### src/rtl/prog_blinker_pkg.sv
// Shared definitions for the programmable-rate blinker.
//   BLINK_RATE_WIDTH : width of the one-hot rate register and the tick counter
//   BLINK_RATE_RESET : one-hot half-period (in ticks) loaded on reset
//   shift_req_e      : decoded shift request from the slower/faster inputs
//   decode_shift()   : maps the two shift inputs onto shift_req_e
package prog_blinker_pkg;

    localparam int BLINK_RATE_WIDTH = 4;
    localparam logic [BLINK_RATE_WIDTH-1:0] BLINK_RATE_RESET = 4'b0100;

    typedef enum logic [1:0] {
        SHIFT_HOLD = 2'b00,
        SHIFT_UP   = 2'b01,
        SHIFT_DOWN = 2'b10
    } shift_req_e;

    // Both or neither asserted means no change.
    function automatic shift_req_e decode_shift(input logic i_left, input logic i_right);
        case ({i_left, i_right})
            2'b10:   return SHIFT_UP;
            2'b01:   return SHIFT_DOWN;
            default: return SHIFT_HOLD;
        endcase
    endfunction

endpackage

### src/rtl/prog_blinker_blink_rate_reg.sv
// Saturating one-hot half-period register.
//   clk            : system clock
//   reset          : synchronous, active-high
//   i_shift_left   : double the half-period (saturates at the MSB)
//   i_shift_right  : halve the half-period (saturates at the LSB)
//   o_rate         : current one-hot half-period
//   o_rate_changed : high in the cycle a shift is actually accepted; the new
//                    rate appears on o_rate after the following edge
module blink_rate_reg
    import prog_blinker_pkg::*;
#(
    parameter int                 WIDTH      = BLINK_RATE_WIDTH,
    parameter logic [WIDTH-1:0]   RESET_RATE = BLINK_RATE_RESET
) (
    input  logic             clk,
    input  logic             reset,
    input  logic             i_shift_left,
    input  logic             i_shift_right,
    output logic [WIDTH-1:0] o_rate,
    output logic             o_rate_changed
);

    logic [WIDTH-1:0] r_rate;
    shift_req_e       w_req;
    logic             w_accept;

    assign w_req = decode_shift(i_shift_left, i_shift_right);

    // A shift into the saturated end is a no-op and must not be reported as
    // a change, otherwise the counter would be cleared for nothing.
    always_comb begin
        w_accept = 1'b0;
        case (w_req)
            SHIFT_UP:   w_accept = ~r_rate[WIDTH-1];
            SHIFT_DOWN: w_accept = ~r_rate[0];
            default:    w_accept = 1'b0;
        endcase
    end

    always_ff @(posedge clk) begin
        if (reset) begin
            r_rate <= RESET_RATE;
        end else if (w_accept) begin
            if (w_req == SHIFT_UP)
                r_rate <= r_rate << 1;
            else
                r_rate <= r_rate >> 1;
        end
    end

    assign o_rate         = r_rate;
    assign o_rate_changed = w_accept;

endmodule

### src/rtl/prog_blinker.sv
// Programmable-rate blinker: toggles blink every 'rate' enable ticks, where
// rate is a one-hot half-period adjusted by slower/faster pulses.
//   clk         : system clock
//   reset       : synchronous, active-high; wins over every other input
//   tick        : single-cycle enable strobe from the beat generator
//   shift_left  : slower request (doubles the half-period)
//   shift_right : faster request (halves the half-period)
//   blink       : registered square wave, period 2*rate ticks
//   rate        : current one-hot half-period
module prog_blinker
    import prog_blinker_pkg::*;
#(
    parameter int                 WIDTH      = BLINK_RATE_WIDTH,
    parameter logic [WIDTH-1:0]   RESET_RATE = BLINK_RATE_RESET
) (
    input  logic             clk,
    input  logic             reset,
    input  logic             tick,
    input  logic             shift_left,
    input  logic             shift_right,
    output logic             blink,
    output logic [WIDTH-1:0] rate
);

    logic [WIDTH-1:0] w_rate;
    logic             w_rate_changed;
    logic [WIDTH-1:0] w_rate_last;
    logic [WIDTH-1:0] r_cnt;
    logic             r_blink;

    blink_rate_reg #(
        .WIDTH      (WIDTH),
        .RESET_RATE (RESET_RATE)
    ) u_rate_reg (
        .clk            (clk),
        .reset          (reset),
        .i_shift_left   (shift_left),
        .i_shift_right  (shift_right),
        .o_rate         (w_rate),
        .o_rate_changed (w_rate_changed)
    );

    // rate is at most 2^(WIDTH-1), so cnt reaches rate-1 before it could wrap.
    assign w_rate_last = w_rate - {{(WIDTH-1){1'b0}}, 1'b1};

    // An accepted shift restarts the half-period; a coincident tick is lost.
    always_ff @(posedge clk) begin
        if (reset) begin
            r_cnt   <= '0;
            r_blink <= 1'b0;
        end else if (w_rate_changed) begin
            r_cnt   <= '0;
        end else if (tick) begin
            if (r_cnt == w_rate_last) begin
                r_cnt   <= '0;
                r_blink <= ~r_blink;
            end else begin
                r_cnt   <= r_cnt + {{(WIDTH-1){1'b0}}, 1'b1};
            end
        end
    end

    assign blink = r_blink;
    assign rate  = w_rate;

endmodule

### config.mk
export PLATFORM = sky130hd
export DESIGN_NAME = prog_blinker
export DESIGN_NICKNAME = d
export VERILOG_FILES = /design/src/rtl/prog_blinker_pkg.sv /design/src/rtl/prog_blinker_blink_rate_reg.sv /design/src/rtl/prog_blinker.sv
export SDC_FILE = /design/constraint.sdc
export NUM_CORES = 1
export LEC_CHECK = 0
export CORE_UTILIZATION = 37
export CTS_BUF_LIST = sky130_fd_sc_hd__clkbuf_2
export DETAILED_ROUTE_END_ITERATION = 6
export PLACE_DENSITY = 0.69
export SLEW_MARGIN = 20
export SYNTH_ARGS = -nofsm -noshare
export SYNTH_HDL_FRONTEND = slang
export SYNTH_SLANG_ARGS = --single-unit
### constraint.sdc
create_clock -name clk -period 3.9 [get_ports clk]
set_input_delay 0.78 -clock clk [delete_from_list [all_inputs] [get_ports clk]]
set_output_delay 0.78 -clock clk [all_outputs]
set_load 0.03 [all_outputs]
; Yosys cells after proc, flatten, opt, wreduce, memory -nomap -nowiden
; Cells that the tools add are included.
[totals]
latchBits = 0
ramBits = 0
rom_bits = 0
in_bits = 5
ff_bits = 9
word_cells = 20
n_memories = 0
out_inout_bits = 5
[op_classes]
add_sub_neg = 2
reduce_logical = 2
mul = 0
bitwise = 4
order_cmp = 0
n_shift = 0
eq_ne = 5
div = 0
mux = 4
[ops]
columns = cell, n
row1 = two-way mux 4 bit, 2
row2 = "adder 4 x 1 -> 4 bit, second input constant", 1
row3 = "== test 2 x 1 -> 1 bit, second input constant", 2
row4 = "== test 2 bit, second input constant", 2
row5 = == test 4 bit, 1
row6 = inverter 1 bit, 4
row7 = one-hot mux 2 bit (2 select lines), 1
row8 = "subtractor 4 x 1 -> 4 bit, second input constant", 1
row9 = AND reduction 3 bit, 1
row10 = one-hot mux 1 bit (2 select lines), 1
row11 = OR reduction 2 bit, 1

; Logic depth before layout (Yosys ltp)
; Gate-level depths: netlist of run 1.
[logic_depth]
ltp_word = 6
depth_mapped = 6
depth_no_buf = 6

; Hierarchy
; Synthesis of run 1 repeated with hierarchy kept, for this count alone.
[hier_totals]
cells_unflattened = 60
hier_area_um2 = 569.3
[by_module_without_submodules]
columns = module, area_each_um2, cells_each, seq_area_each_um2, n_inst
row1 = prog_blinker, 306.5, 33, 100.1, 1
row2 = blink_rate_reg, 262.8, 27, 80.1, 1

; Least setup slack after synthesis of run 1
; OpenSTA, ideal clock, no wires.
[synth_path]
path_kind = register to register
from = register u_rate_reg.r_rate[0], in the netlist u_rate_reg.o_rate[0]
to = register r_blink, in the netlist blink
setup_ns = 0.070
arrival_time_ns = 1.844
path_slack_ns = 1.987
t_required_ns = 3.830
path_stages_with_launch = 7
synth_period_minus_slack_ns = 1.913
path_buffers = 0
cell_sequence = dfxtp_1 -> inv_1 -> ha_1 -> xor2_1 -> nand4_2 -> or4_1 -> a21oi_1
[synth_between]
elab_chain_len = 4
word_cells_on_any_way = 6
classes_between = add/sub (1) / eq/ne (1) / mux (1) / bitwise (2) / reduce/logical (1)
[synth_lines]
columns = element, line
row1 = from (decl), prog_blinker_blink_rate_reg.sv:23  ; logic [WIDTH-1:0] r_rate;
row2 = from (signal assigned), prog_blinker_blink_rate_reg.sv:45  ; r_rate <= r_rate << 1;
row3 = from (signal assigned), prog_blinker_blink_rate_reg.sv:47  ; r_rate <= r_rate >> 1;
row4 = branches (longest 3 deep; another with subtractor 4 x 1 -> 4 bit), n/a
row5 = AND reduction 3 bit (no line) *, n/a
row6 = to (signal assigned), prog_blinker.sv:56  ; r_blink <= ~r_blink;
row7 = to (decl), prog_blinker.sv:29  ; logic r_blink;
; Mark *: on every way between the ends.
; A chain may end at the register's enable or synchronous reset.

; Worst setup path after layout of run 1
[layout_path]
from = input port shift_right
to = register r_blink, in the netlist blink
[layout_between]
elab_chain_len = 6
word_cells_on_any_way = 8
classes_between = eq/ne (4) / mux (2) / bitwise (1) / reduce/logical (1)
[layout_lines]
columns = element, line
row1 = from (decl), prog_blinker.sv:20  ; input logic shift_right,
row2 = == test 2 x 1 -> 1 bit / == test 2 bit (equally long branches), prog_blinker_pkg.sv:19  ; case ({i_left, i_right})
row3 = one-hot mux 2 bit (2 select lines) *, prog_blinker_pkg.sv:19
row4 = == test 2 bit / == test 2 x 1 -> 1 bit (equally long branches), prog_blinker_blink_rate_reg.sv:33  ; case (w_req)
row5 = one-hot mux 1 bit (2 select lines) *, prog_blinker_blink_rate_reg.sv:33
row6 = inverter 1 bit (no line) *, n/a
row7 = AND reduction 3 bit (no line) *, n/a
; Mark *: on every way between the ends. The rest lies on a longest branch, timed or not.

==> results of run 1 <==
-- synth_stat cells --
| cell | instances | area (µm²) |
|---|---|---|
| dfxtp_1 | 9 | 180 |
| nor2_1 | 6 | 22.5 |
| inv_1 | 5 | 18.8 |
| a21oi_1 | 4 | 20.0 |
| ha_1 | 4 | 50.1 |
| xor2_1 | 4 | 35.0 |
| mux2i_1 | 3 | 30.0 |
| nand2_1 | 3 | 11.3 |
| xnor2_1 | 3 | 26.3 |
| nand2b_1 | 2 | 12.5 |
| nor4_1 | 2 | 12.5 |
| o211ai_1 | 2 | 15.0 |
| a211oi_1 | 1 | 7.51 |
| a21o_1 | 1 | 7.51 |
| nand3_1 | 1 | 5.00 |
| nand4_1 | 1 | 6.26 |
| nand4_2 | 1 | 12.5 |
| nor3_1 | 1 | 5.00 |
| o31ai_1 | 1 | 7.51 |
| or4_1 | 1 | 7.51 |
| xnor3_1 | 1 | 22.5 |
-- worst max-delay path, delay by kind of cell --
family          cells  cell delay (ps)
simple gates        2              550
buf+inv             2              530
compound gates      2              310
fa+ha+maj           1              270
-- routing by layer --
layer	up-vias	part of all wire	wire, µm
li1	223	-	-
met1	195	0.45	446
met2	12	0.47	466
met3	4	0.060	60
met4	0	0.025	25
met5	-	0	0
-- flip-flops by register name (all words and copies together) (netlist names) --
signal             cells
blink                  1
u_rate_reg.o_rate      4
r_cnt                  4
-- path summary, 6_finish.rpt --
| check | end | slack (ps) | from | cells past startpoint |
|---|---|---|---|---|
| max reg2reg | blink | 2020 | u_rate_reg.o_rate[0] | 6 |
| max | blink | 1640 | shift_right | 7 |
| min | blink | 490 | blink | 2 |
| min reg2reg | blink | 490 | blink | 2 |
-- power by group through the flow --
stage / Sequential, mW / Clock [mW] / Combinational (mW)
global placement: 0.105 / 0 / 0.0460
detailed placement: 0.105 / 0 / 0.0475
CTS: 0.103 / 0.0636 / 0.0477
floorplan: 0.109 / 0 / 0.0267
global route: 0.103 / 0.0674 / 0.0522
finish: 0.102 / 0.0606 / 0.0474
-- logic make-up (layout without fill, tap and decap cells) --
kind of cell    count (synthesis)  count (layout)  share of synthesized area
fa+ha+maj                       4               4                     0.0971
compound gates                  9               9                      0.112
xor+xnor                        8               8                      0.163
buf+inv                         5              18                     0.0364
flops                           9               9                      0.350
mux                             3               3                     0.0583
simple gates                   18              18                      0.184
-- cell type report --
type	instances	area, µm²
fill	141	657
multi-input combinational	42	317
sequential	9	180
timing repair buffer	9	90.1
clock buffer	4	20.0
inverter	5	18.8
tap	15	18.8
==> impl_metrics.env, run 1 <==
export IMPL_status="finished clean"
export IMPL_grt_max_degree=8
export IMPL_grt_pass1_vias=358
export IMPL_mostFrequentLayoutCells="dfxtp_1, clkdlybuf4s50_1, nor2_1"
export IMPL_whs_ps=486
export IMPL_avgSynthCellArea_um2=9.21
export IMPL_die_area_um2=1550
export IMPL_cts_tree="done"
export IMPL_finalSetupTns_ps=0
export IMPL_cts_resized=0
export IMPL_met2_usage=0.271
export IMPL_clock_sinks=9
export IMPL_max_stage_delay_ps=480
export IMPL_max_cap_violations=0
export IMPL_total_power_mw=0.210
export IMPL_peakVddDrop_uv=197
export IMPL_pre_cts_ws_ps=1360
export IMPL_synth_nets=65
export IMPL_htreeDepth=1
export IMPL_n_antenna_cell=0
export IMPL_synth_seq_cells=9
export IMPL_drc=0
export IMPL_max_freq_mhz=443
export IMPL_critPathCaptureType="flop"
export IMPL_ys_warn_count=0
export IMPL_grtUsageTotal=0.164
export IMPL_finalWorstSetupSlack_ps=1640
export IMPL_slew_violations=0
export IMPL_start_util=0.396
export IMPL_antenna_found_initial=0
export IMPL_setup_viol=0
export IMPL_rsz0062_at_grt="false"
export IMPL_p_int_mw=0.146
export IMPL_seqPwrFrac=0.487
export IMPL_cp_slowest_cell="clkdlybuf4s50_1"
export IMPL_num_nets_final=79
export IMPL_critPathRequiredTime_ps=4080
export IMPL_grt_overflow=0
export IMPL_netlist_instances=56
export IMPL_fp_dieW_um=39.3
export IMPL_cts_setup_buffers=0
export IMPL_gp_congestion=0.745
export IMPL_grt_busiest_layer="met2"
export IMPL_switching_share=0.305
export IMPL_hold_viol=0
export IMPL_clock_latency_ps=250
export IMPL_vias=434
export IMPL_grt_use_met1=0.160
export IMPL_drt_pass1_iterations=4
export IMPL_synthToLayoutAreaGrowth_pct=25.0
export IMPL_core_um2=1300
export IMPL_p_clk_frac=0.288
export IMPL_pwr_share_comb=0.225
export IMPL_rows=13
export IMPL_startpoint_type="primary input"
export IMPL_post_route_min_period_ps=2260
export IMPL_clockBufferDepth=2
export IMPL_arrival_ps=2440
export IMPL_routed_via_density=5.17
export IMPL_p_switching_mw=0.0642
export IMPL_hold_class="flop to flop"
export IMPL_cts_clk_slew_worst_paths_ps=80
export IMPL_numCtsBuffers=3
export IMPL_cp_common_cell="a21oi_1"
export IMPL_hpwl_um=771
export IMPL_drive_gt1_frac=0.0725
export IMPL_path_class="primary input to flop"
export IMPL_synth_yosys_seq_area_share=0.350
export IMPL_power_density_nw_per_um2=327
export IMPL_clock_skew_ps=8.00
export IMPL_io_buffer_count=9
export IMPL_fin_util=0.495
export IMPL_path_max_fanout=6
export IMPL_routedWlPerCell_um=11.9
export IMPL_gr_usage_met3=0.0852
export IMPL_wirelength_um=998
export IMPL_synth_area_um2=515
export IMPL_first_iter_violations=8
export IMPL_placed_area_um2=624
export IMPL_yosysUniqueCellTypes=21
export IMPL_stdcell_count=84
export IMPL_ioPinCount=10
export IMPL_worst_pin_slew_ps=461
export IMPL_hold_buffers=0
export IMPL_dp_cells=80
export IMPL_crit_chain="clkdlybuf4s50_1 -> inv_1 -> ha_1 -> nand2b_1 -> a21oi_1 -> or4_1 -> a21oi_1"
export IMPL_relSlewSlack=0.693
export IMPL_cts_root_buffer="clkbuf_2"
export IMPL_final_area_um2=644
export IMPL_die_height_um=39.3
export IMPL_ant_nets=0
export IMPL_p_leak_nw=0.276
export IMPL_grt_pass1_wl_mm=1.54
export IMPL_final_period_utilization=0.579
No activity file was read; power rests on OpenSTA's default activity.
==> run 2: changes to the inputs <==
==> constraint.sdc (replaced) <==
create_clock -name clk -period 2.25 [get_ports clk]
set_input_delay 0.45 -clock clk [delete_from_list [all_inputs] [get_ports clk]]
set_output_delay 0.45 -clock clk [all_outputs]
set_load 0.03 [all_outputs]
==> impl_metrics.env, run 2 (same netlist as run 1, synthesis figures left out) <==
export IMPL_path_max_fanout=7
export IMPL_critical_path_buf_inv_count=1
export IMPL_clock_sinks=9
export IMPL_cts_resized=0
export IMPL_regToRegStartpoint="u_rate_reg.o_rate[0]"
export IMPL_synthToLayoutAreaGrowth_pct=27.9
export IMPL_n_antenna_cell=0
export IMPL_grt_overflow=0
export IMPL_max_freq_mhz=529
export IMPL_numCtsBuffers=3
export IMPL_start_util=0.396
export IMPL_max_stage_delay_ps=720
export IMPL_htreeDepth=1
export IMPL_clock_skew_ps=1.34
export IMPL_num_nets_final=81
export IMPL_cp_top_family="buffers and inverters"
export IMPL_startpoint_type="flop"
export IMPL_mostFrequentLayoutCells="dfxtp_1, clkdlybuf4s50_1, nor2_1"
export IMPL_grt_pass1_wl_mm=1.64
export IMPL_wirelength_um=956
export IMPL_crit_chain="clkdlybuf4s50_1"
export IMPL_hold_class="flop to flop"
export IMPL_ioPinCount=10
export IMPL_gp_congestion=0.662
export IMPL_p_switching_mw=0.114
export IMPL_die_height_um=39.3
export IMPL_status="finished clean"
export IMPL_worst_pin_slew_ps=311
export IMPL_hp_start="blink"
export IMPL_relSlewSlack=0.792
export IMPL_cts_root_buffer="clkbuf_2"
export IMPL_grt_max_degree=8
export IMPL_hold_depth=2
export IMPL_seqPwrFrac=0.480
export IMPL_max_cap_violations=0
export IMPL_clockBufferDepth=2
export IMPL_critPathRequiredTime_ps=1800
export IMPL_die_area_um2=1550
export IMPL_clock_latency_ps=250
export IMPL_path_class="flop to primary output"
export IMPL_switching_share=0.308
export IMPL_ant_nets=0
export IMPL_fillers=135
export IMPL_cp_slowest_cell="clkdlybuf4s50_1"
export IMPL_dp_cells=82
export IMPL_cts_tree="done"
export IMPL_reg2reg_depth=6
export IMPL_min_to="blink"
export IMPL_slew_violations=0
export IMPL_post_route_min_period_ps=1890
export IMPL_final_period_utilization=0.840
export IMPL_core_um2=1300
export IMPL_routedWlPerCell_um=11.1
export IMPL_grt_pass1_vias=391
export IMPL_drc=0
export IMPL_ff2ff_setup_slack_ps=400
export IMPL_routed_via_density=4.95
export IMPL_stdcell_count=86
export IMPL_vias=426
export IMPL_fin_util=0.507
export IMPL_grtUsageTotal=0.166
export IMPL_p_leak_nw=0.286
export IMPL_io_buffer_count=9
export IMPL_hpwl_um=741
export IMPL_finalSetupTns_ps=0
export IMPL_rsz0062_at_grt="false"
export IMPL_drt_pass1_iterations=2
export IMPL_hold_viol=0
export IMPL_peakVddDrop_uv=502
export IMPL_first_iter_violations=3
export IMPL_fp_dieW_um=39.3
export IMPL_cts_setup_buffers=0
export IMPL_hold_buffers=0
export IMPL_power_density_nw_per_um2=561
export IMPL_rows=13
export IMPL_arrival_ps=1440
export IMPL_p_clk_frac=0.293
export IMPL_pwr_share_comb=0.227
export IMPL_critPathCaptureType="primary output"
export IMPL_timing_rr_end="blink"
export IMPL_setup_viol=0
export IMPL_antenna_found_initial=0
export IMPL_cts_clk_slew_worst_paths_ps=100
export IMPL_crit_start="u_rate_reg.o_rate[0]"
export IMPL_p_int_mw=0.256
export IMPL_drive_gt1_frac=0.0986
run 2: cell count changes in the layout (fill, tap and decap cells not counted), sizes merged:
cell / before / now
buf: 0 / 2
run 2: per-layer routing:
metal	GRT usage	up-vias	part of all wire
li1	-	230	-
met4	0.0517	0	0
met3	0.0852	0	0.068
met5	0	-	0
met2	0.250	12	0.45
met1	0.204	184	0.48
run 2: worst max-delay path by stage:
stage,endpoint,slack (ps),cells after the start
floorplan,blink,340,6
global placement,blink,250,7
detailed placement,blink,240,7
CTS,rate[0],360,1
global route,rate[0],290,1
finish,rate[0],360,1
run 2: worst reg2reg max path: stages (launching register included):
cell and delay (ps):
dfxtp_1 470, inv_1 70, ha_1 300, xor2_1 160, nand4_2 160, or4_1 490, a21oi_1 140
run 2: through the flow:
| stage | setup WS [ps] | total power, mW | cell area, µm² | hold slack [ps] |
|---|---|---|---|---|
| 2_1_floorplan | 337 | 0.234 | 515 | 499 |
| 3_3_place_gp | 248 | 0.264 | 639 | 474 |
| 3_5_place_dp | 241 | 0.266 | 639 | 472 |
| 4_1_cts | 359 | 0.375 | 659 | 493 |
| 5_1_grt | 295 | 0.394 | 659 | 505 |
| 6_report | 360 | 0.370 | 659 | 486 |
run 2: power by group through the flow:
stage          logic, mW  clock network [mW]  registers (mW)
2_1_floorplan     0.0463                   0           0.188
3_3_place_gp      0.0829                   0           0.182
3_5_place_dp      0.0846                   0           0.182
4_1_cts           0.0852               0.112           0.178
5_1_grt           0.0939               0.121           0.179
6_report          0.0840               0.108           0.178
run 2: layout make-up:
| cell class | count | area (µm²) | share of cell area |
|---|---|---|---|
| Multi-Input combinational cell | 42 | 317 | 0.480 |
| Sequential cell | 9 | 180 | 0.273 |
| Timing Repair Buffer | 11 | 105 | 0.159 |
| Clock buffer | 4 | 20.0 | 0.0304 |
| Inverter | 5 | 18.8 | 0.0285 |
| Tap cell | 15 | 18.8 | 0.0285 |
==> run 3: changes to the inputs <==
==> constraint.sdc (replaced) <==
create_clock -name clk -period 1.8 [get_ports clk]
set_input_delay 0.36 -clock clk [delete_from_list [all_inputs] [get_ports clk]]
set_output_delay 0.36 -clock clk [all_outputs]
set_load 0.03 [all_outputs]
==> impl_metrics.env, run 3 (same netlist as run 1, synthesis figures left out) <==
export IMPL_drc=0
export IMPL_slew_violations=0
export IMPL_seqPwrFrac=0.475
export IMPL_p_clk_frac=0.274
export IMPL_p_switching_mw=0.137
export IMPL_whs_ps=492
export IMPL_startpoint_type="flop"
export IMPL_numCtsBuffers=3
export IMPL_stdcell_count=91
export IMPL_ioPinCount=10
export IMPL_fillers=138
export IMPL_cts_root_buffer="clkbuf_2"
export IMPL_crit_start="u_rate_reg.o_rate[3]"
export IMPL_core_um2=1300
export IMPL_clock_skew_ps=2.76
export IMPL_worst_pin_slew_ps=325
export IMPL_cp_top_family="buffers and inverters"
export IMPL_p_int_mw=0.327
export IMPL_start_util=0.396
export IMPL_max_freq_mhz=572
export IMPL_critPathRequiredTime_ps=1440
export IMPL_clock_sinks=9
export IMPL_hpwl_um=834
export IMPL_cts_resized=0
export IMPL_cts_tree="done"
export IMPL_max_stage_delay_ps=710
export IMPL_clock_latency_ps=240
export IMPL_fp_dieW_um=39.3
export IMPL_vias=456
export IMPL_cp_slowest_cell="clkdlybuf4s50_1"
export IMPL_mostFrequentLayoutCells="clkdlybuf4s50_1, dfxtp_1, buf_4"
export IMPL_relSlewSlack=0.782
export IMPL_p_leak_nw=0.311
export IMPL_path_max_fanout=5
export IMPL_dp_cells=87
export IMPL_arrival_ps=1390
export IMPL_critPathCaptureType="primary output"
export IMPL_drt_pass1_iterations=4
export IMPL_num_nets_final=86
export IMPL_critical_path_buf_inv_count=1
export IMPL_grt_pass1_wl_mm=1.74
export IMPL_gp_congestion=0.728
export IMPL_power_density_nw_per_um2=663
export IMPL_rows=13
export IMPL_switching_share=0.295
export IMPL_cts_setup_buffers=0
export IMPL_peakVddDrop_uv=576
export IMPL_final_common_cell="clkdlybuf4s50_1"
export IMPL_post_route_min_period_ps=1750
export IMPL_grtUsageTotal=0.175
export IMPL_die_height_um=39.3
export IMPL_grt_max_degree=7
export IMPL_pwr_share_comb=0.251
export IMPL_status="finished clean"
export IMPL_max_cap_violations=0
export IMPL_hp_start="blink"
export IMPL_hold_class="flop to flop"
export IMPL_fin_util=0.538
export IMPL_clockBufferDepth=2
export IMPL_synthToLayoutAreaGrowth_pct=35.7
export IMPL_grt_overflow=0
export IMPL_antenna_found_initial=0
export IMPL_hold_viol=0
export IMPL_htreeDepth=1
export IMPL_n_antenna_cell=0
export IMPL_routed_via_density=5.01
export IMPL_die_area_um2=1550
export IMPL_hold_buffers=0
export IMPL_ant_nets=0
export IMPL_drive_gt1_frac=0.184
export IMPL_routedWlPerCell_um=11.5
export IMPL_path_class="flop to primary output"
export IMPL_setup_viol=0
export IMPL_io_buffer_count=9
export IMPL_rsz0062_at_grt="false"
export IMPL_first_iter_violations=10
export IMPL_grt_pass1_vias=416
export IMPL_cts_clk_slew_worst_paths_ps=90
export IMPL_ff2ff_setup_slack_ps=140
export IMPL_wirelength_mm=1.05
export IMPL_final_period_utilization=0.971
export IMPL_crit_chain="clkdlybuf4s50_1"
export IMPL_regToRegStartpoint="u_rate_reg.o_rate[1]"
## run 3: power groups by stage
stage	Combinational (mW)	Clock (mW)	Sequential, mW
CTS	0.117	0.130	0.220
global placement	0.114	0	0.225
finish	0.116	0.127	0.220
detailed placement	0.116	0	0.225
global route	0.126	0.139	0.222
floorplan	0.0578	0	0.236
## run 3: worst paths after layout
path              endpoint  cells past startpoint
setup / recovery   rate[3]                      1
setup reg to reg     blink                      6
hold / removal       blink                      2
hold reg to reg      blink                      2
## run 3: metrics by stage
stage,setup TNS (ps),power [mW],area (µm²),worst slack (ps)
after CTS,0,0.467,699,42.9
after floorplan,0,0.294,518,30.2
after global routing,0,0.488,699,1.99
after global placement,-143,0.338,679,-79.6
final,0,0.463,699,52.5
after detailed placement,-287,0.341,679,-89.5
## run 3: layer usage
metal | up-vias | wire (µm) | track usage
met5 | - | 0 | 0
met4 | 0 | 0 | 0.0517
met3 | 0 | 55 | 0.0852
met2 | 12 | 504 | 0.292
met1 | 207 | 491 | 0.193
li1 | 237 | - | -
## run 3: area by class of cell
type	count	area (µm²)	area share
repair buffers	16	143	0.204
flip-flops and latches	9	183	0.261
multi-input cells	42	317	0.453
clock buffers	4	20.0	0.0286
well taps	15	18.8	0.0268
inverters	5	18.8	0.0268
